[src/rtl/seq_divider.sv]
// Unsigned restoring divider, one quotient bit per clock.
// Start/busy/done handshake; results held until the next completion.
module seq_divider #(
    parameter int WIDTH = 4
) (
    input  logic             clk,
    input  logic             rst,
    input  logic             start,
    input  logic [WIDTH-1:0] a,
    input  logic [WIDTH-1:0] b,
    output logic             busy,
    output logic             done,
    output logic [WIDTH-1:0] q,
    output logic [WIDTH-1:0] r,
    output logic             div_zero
);

    localparam int CW = $clog2(WIDTH + 1);

    typedef enum logic [1:0] {
        IDLE,
        RUN,
        DONE
    } state_t;

    state_t state, state_nxt;

    logic [WIDTH-1:0] rem, quo, div;
    logic [CW-1:0]    cnt;
    logic             accept, last;
    logic [WIDTH:0]   shifted, div_n, trial;
    logic             no_borrow;
    logic [WIDTH-1:0] rem_nxt, quo_nxt;
    logic             unused_trial_msb;

    function automatic logic [1:0] full_add(
        input logic x,
        input logic y,
        input logic ci
    );
        return {(x & y) | (x & ci) | (y & ci), x ^ y ^ ci};
    endfunction

    assign accept = start && (state != RUN);
    assign last   = (cnt == CW'(1));

    // Trial subtraction: shifted + ~div + 1, carry-out 1 means no borrow
    assign shifted = {rem, quo[WIDTH-1]};
    assign div_n   = ~{1'b0, div};

    always_comb begin : ripple
        logic c;
        c     = 1'b1;
        trial = '0;
        for (int i = 0; i <= WIDTH; i++) begin
            {c, trial[i]} = full_add(shifted[i], div_n[i], c);
        end
        no_borrow = c;
    end

    assign unused_trial_msb = trial[WIDTH];
    assign rem_nxt = no_borrow ? trial[WIDTH-1:0] : shifted[WIDTH-1:0];
    assign quo_nxt = {quo[WIDTH-2:0], no_borrow};

    always_ff @(posedge clk) begin
        if (rst) begin
            state <= IDLE;
        end else begin
            state <= state_nxt;
        end
    end

    always_comb begin
        state_nxt = state;
        unique case (state)
            IDLE, DONE: begin
                if (accept) begin
                    state_nxt = (b == '0) ? DONE : RUN;
                end else begin
                    state_nxt = IDLE;
                end
            end
            RUN: begin
                if (last) begin
                    state_nxt = DONE;
                end
            end
            default: state_nxt = IDLE;
        endcase
    end

    always_comb begin
        busy = (state == RUN);
        done = (state == DONE);
    end

    always_ff @(posedge clk) begin
        if (rst) begin
            rem      <= '0;
            quo      <= '0;
            div      <= '0;
            cnt      <= '0;
            q        <= '0;
            r        <= '0;
            div_zero <= 1'b0;
        end else if (accept) begin
            if (b == '0) begin
                q        <= '1;
                r        <= a;
                div_zero <= 1'b1;
            end else begin
                rem <= '0;
                quo <= a;
                div <= b;
                cnt <= CW'(WIDTH);
            end
        end else if (state == RUN) begin
            rem <= rem_nxt;
            quo <= quo_nxt;
            cnt <= cnt - CW'(1);
            if (last) begin
                q        <= quo_nxt;
                r        <= rem_nxt;
                div_zero <= 1'b0;
            end
        end
    end

endmodule

[config.mk]
export PLATFORM = sky130hd
export DESIGN_NAME = seq_divider
export DESIGN_NICKNAME = d
export VERILOG_FILES = /design/src/rtl/seq_divider.sv
export SDC_FILE = /design/constraint.sdc
export NUM_CORES = 1
export LEC_CHECK = 0
export CELL_PAD_IN_SITES_DETAIL_PLACEMENT = 1
export CELL_PAD_IN_SITES_GLOBAL_PLACEMENT = 1
export CORE_MARGIN = 2
export CORE_UTILIZATION = 25
export DETAILED_ROUTE_END_ITERATION = 6
export PLACE_DENSITY_LB_ADDON = 0.1
export RECOVER_POWER = 25
export SYNTH_ARGS = -nofsm -noshare
export SYNTH_HDL_FRONTEND = slang
export SYNTH_SLANG_ARGS = --single-unit
[constraint.sdc]
create_clock -name clk -period 4.3 [get_ports clk]
set_clock_uncertainty 0.1 [all_clocks]
set_input_delay 1.075 -clock clk [delete_from_list [all_inputs] [get_ports clk]]
set_output_delay 1.075 -clock clk [all_outputs]
set_load 0.03 [all_outputs]
[Yosys cells after proc, flatten, opt, wreduce, memory -nomap -nowiden]
Cells that the tools add are included.
Operators by class
  add/subtract/negate cells: 1
  eq/ne operators: 7
  mux-type cells: 26
  bitwise operators: 33
  reductions and logical operators: 9
Operators with widths (count)
  $mux 4: 15
  $and 1x1->1: 13
  $or 1x1->1: 10
  $mux 3: 3
  $xor 1x1->1: 7
  $mux 2: 3
  $ne 2x1->1 const B: 3
  $not 4->5: 1
  $logic_not 4->1: 1
  $mux 1: 4
  $pmux 2 s2: 1
  $reduce_and 2->1: 2
  $reduce_bool 2->1: 2
  $eq 3x1->1 const B: 1
  $reduce_and 3->1: 1
  $sub 3x1->3 const B: 1
  $eq 2x1->1 const B: 1
  $eq 2x2->1 const B: 1
  $logic_not 2->1: 1
  $ne 2x2->1 const B: 1
  $not 1->1: 2
  $reduce_or 2->1: 1
  $logic_and 1x1->1: 1
Storage, ports and cells
  register bits: 26

[Logic depth before layout (Yosys ltp)]
  depth in word-level cells: 20
  depth in mapped cells: 12
  mapped depth without buffers: 12

[Least setup slack after synthesis]
Ideal clock, no wire load.
  kind: reg2reg
  from: register quo[3]
  to: register r[3]
  arrival time: 2.327 ns
  data required time: 4.072 ns
  path slack: 1.745 ns
  cell stages (with the launch flop): 13
  path buffers: 0
  cells stage by stage: dfxtp_1 -> inv_1 -> ha_1 -> inv_1 -> fa_1 -> inv_1 -> fa_1 -> inv_1 -> fa_1 -> or2_2 -> mux2_2 -> a21oi_1 -> o31ai_1
Between the ends
  cells in the longest elaborated chain, start to end: 19
  elaborated cells on any way between the ends: 24
RTL lines
  start: declaration: line 28  | logic [WIDTH-1:0] rem, quo, div;
  start signal: assignment: line 119  | quo <= quo_nxt;
  $and 1x1->1: line 41  | return {(x & y) | (x & ci) | (y & ci), x ^ y ^ ci};
  $or 1x1->1 * (2 in a row): line 41
  $and 1x1->1: line 41
  $or 1x1->1: line 41
  $or 1x1->1 *: line 41
  $and 1x1->1: line 41
  $or 1x1->1: line 41
  $or 1x1->1 *: line 41
  $and 1x1->1: line 41
  $or 1x1->1 (2 in a row): line 41
  $and 1x1->1: line 41
  $or 1x1->1 (2 in a row): line 41
  $mux 4 *: line 62  | assign rem_nxt = no_borrow ? trial[WIDTH-1:0] : shifted[WIDTH-1:0];
  $mux 4 *: line 121  | if (last) begin
  $mux 4 *: line 117  | end else if (state == RUN) begin
  $mux 4 *: line 106  | end else if (accept) begin
  end signal: assignment: line 123  | r <= rem_nxt;
  end: declaration: line 14  | output logic [WIDTH-1:0] r,
Every way passes the cells marked *; elsewhere a longest branch is shown, timed or not. The select of a mux whose other input is x is not followed.
A chain may end at the register's enable or synchronous reset.

[Worst setup path after layout]
  from: register state[0]
  to: output busy
Between the ends
  cells in the longest elaborated chain, start to end: 1
RTL lines
  start: declaration: line 26  | state_t state, state_nxt;
  start signal: assignment: line 69  | state <= state_nxt;
  $eq 2x1->1: line 93  | busy = (state == RUN);
  end: declaration: line 11  | output logic busy,
Every way passes these cells.

==> results.sh <==
export IMPL_wl_met1_mm=1.53
export IMPL_syn_inst=147
export IMPL_wl_per_cell_um=14.5
export IMPL_hpwl_mm=2.45
export IMPL_synth_compound_area_share_pct=17.0
export IMPL_rsz0062_at_grt="false"
export IMPL_crit_type="flip-flop to primary output"
export IMPL_diodes=0
export IMPL_critPathArrivalTime_ns=2.12
export IMPL_grt_use_total_pct=13.2
export IMPL_ys_types=35
export IMPL_whs_ns=0.371
export IMPL_yosysTopAreaCellShare_pct=41.1
export IMPL_core_area_um2=4820
export IMPL_drt_pass1_iter_count=4
export IMPL_cp_slowest_cell="clkdlybuf4s50_1"
export IMPL_cp_end_kind="primary output"
export IMPL_max_vdd_ir_drop_uv=190
export IMPL_die_area_um2=5650
export IMPL_slew_headroom_pct=29.2
export IMPL_holdPathStages=2
export IMPL_yosys_area_share_xor_xnor_pct=0
export IMPL_worst_setup_path_start_kind="flip-flop"
export IMPL_grt_pass1_wl_mm=5.55
export IMPL_synth_seq_cells=26
export IMPL_wirelength_mm=3.37
export IMPL_drv_cap=0
export IMPL_n_fill_cell=583
export IMPL_root_buffer="clkbuf_8"
export IMPL_reg2reg_depth=12
export IMPL_final_nets=183
export IMPL_io_pins=22
export IMPL_fin_crit_ns=3.30
export IMPL_synthAdderAreaFrac_pct=7.71
export IMPL_pre_cts_ws_ns=1.21
export IMPL_final_antenna_net_count=0
export IMPL_max_freq_ghz=0.303
export IMPL_clockBufferDepth=2
export IMPL_tns_ns=0
export IMPL_cts_made_buffers=3
export IMPL_startpoint="state[0]"
export IMPL_status="completed"
export IMPL_grt_pass1_vias=1141
export IMPL_post_synth_top_area_cell="dfxtp_1"
export IMPL_htree_num_levels=1
export IMPL_layout_common_cells="dfxtp_1 (26), nor2_1 (16), nor3_1 (12), clkdlybuf4s50_1 (12)"
export IMPL_highest_layer="met4"
export IMPL_total_power_mw=0.571
export IMPL_leakage_nw=0.605
export IMPL_clkLatencyLatePin_ns=0.28
export IMPL_drv_slew=0
export IMPL_antenna_found_initial=0
export IMPL_post_cts_buffers=0
export IMPL_place_inst=228
export IMPL_clock_sinks=26
export IMPL_hold_viol_final=0
export IMPL_cp_required_ns=3.12
export IMPL_start_util_pct=26.3
export IMPL_fin_cells=232
export IMPL_avgViaCountPerCell=4.65
export IMPL_final_util_pct=32.9
export IMPL_finalWorstSetupSlack_ns=1.00
export IMPL_ctsHoldBuffers=0
export IMPL_hold_path_class="flip-flop to flip-flop"
export IMPL_rr_endpoint="r[0]"
export IMPL_critPathMaxFanout=17
export IMPL_slowest_delay_ns=0.72
export IMPL_cellPowerDensity_nw_per_um2=361
export IMPL_cts_tree="done"
export IMPL_syn_nets=164
export IMPL_fin_area_um2=1580
export IMPL_r2r_slack_ns=1.42
export IMPL_grt_ovfl_total=0
export IMPL_io_buffers=21
export IMPL_ys_seq_area_share_pct=41.1
export IMPL_synthMuxAreaShare_pct=0.889
export IMPL_clk_pin_slew_worst_paths_ns=0.09
export IMPL_rows=25
export IMPL_synth_area_leaders="dfxtp_1 (41%), fa_1 (4.7%), nor3_1 (4.7%)"
export IMPL_hold_end="q[0]"
export IMPL_gp_congestion=0.747
export IMPL_hold_path_startpoint="q[0]"
export IMPL_wl_met3_um=151
export IMPL_drt_first_iter_violations=40
export IMPL_synth_simple_area_share_pct=26.9
export IMPL_cts_resized=0
export IMPL_avgSynthCellArea_um2=8.61
export IMPL_crit_chain="nand2b_1 > inv_1 > clkdlybuf4s50_1"
export IMPL_grt_max_degree=28
export IMPL_netlist_area_um2=1270
export IMPL_die_h_um=75.2
export IMPL_wl_met2_mm=1.65
export IMPL_syn2layout_area_growth_pct=25.0
export IMPL_final_common_cell="dfxtp_1"
export IMPL_yosys_warnings=0
export IMPL_die_x_um=75.2
export IMPL_worst_slew_pin_slew_ns=1.06
export IMPL_vias=1079
export IMPL_synth_top_family_by_area="simple AND/OR/NAND/NOR gates"
export IMPL_placed_area_um2=1530
export IMPL_drc_errors=0
export IMPL_timing_rr_start="quo[3]"
export IMPL_setup_viol=0
export IMPL_fin_crit_sh_pct=76.7
export IMPL_drive_above_1_share_pct=7.88
-- critical path: cells and delay by family (launching register included) --
| family | cells | cell delay [ns] |
|---|---|---|
| and+or+nand+nor | 1 | 0.38 |
| DFF | 1 | 0.42 |
| buffers and inverters | 2 | 1.04 |
-- Yosys cell counts, drive strengths merged --
| library cell | number |
|---|---|
| dfxtp | 26 |
| nor2 | 16 |
| nor3 | 14 |
| a21oi | 12 |
| inv | 11 |
| nand2 | 10 |
| nor2b | 8 |
| a22oi | 6 |
| a211oi | 4 |
| and3 | 4 |
| buf | 4 |
| clkbuf | 4 |
| a221oi | 3 |
| fa | 3 |
| ha | 3 |
| nand2b | 2 |
| nand3b | 2 |
| o21ai | 2 |
| a311oi | 1 |
| a31oi | 1 |
| and2 | 1 |
| mux2 | 1 |
| nand3 | 1 |
| nor4 | 1 |
| nor4bb | 1 |
| o22a | 1 |
| o31ai | 1 |
| o41ai | 1 |
| or2 | 1 |
| or3b | 1 |
| or4 | 1 |
-- routing by layer --
metal,track usage (%),vias to the layer above
li1,-,551
met1,16.2,500
met2,23.1,23
met3,2.95,5
met4,4.09,0
met5,0,-
-- area by class of cell --
type	count	area [µm²]	area share [%]
repair buffers	22	218	13.8
flip-flops and latches	26	520	32.9
clock buffers	4	55.1	3.48
well taps	67	83.8	5.30
multi-input cells	102	664	42.0
inverters	11	41.3	2.61
-- where the power goes --
part           switching [mW]  internal, mW
sequential             0.0146         0.258
combinational          0.0772        0.0560
clock                  0.0826        0.0821
total                   0.174         0.397
-- worst max path at each step --
stage,cells past startpoint,end,slack (ns)
floorplan,12,r[3],1.74
global placement,5,quo[3],1.25
detailed placement,5,quo[3],1.21
CTS,3,busy,0.96
global route,3,busy,0.84
finish,3,busy,1.00
-- sequential cells by signal, indices dropped and copies added (netlist names) --
register / cells
rem: 4
r: 4
cnt: 3
q: 4
div: 4
quo: 4
div_zero: 1
state: 2
-- cell families after synthesis --
kind of cell,Yosys count
AND/OR/NAND/NOR,63
multiplexers,1
AO/OA/AOI/OAI,32
buffers and inverters,19
flip-flops,26
adder cells (fa/ha/maj),6
No activity file was read; power rests on OpenSTA's default activity.
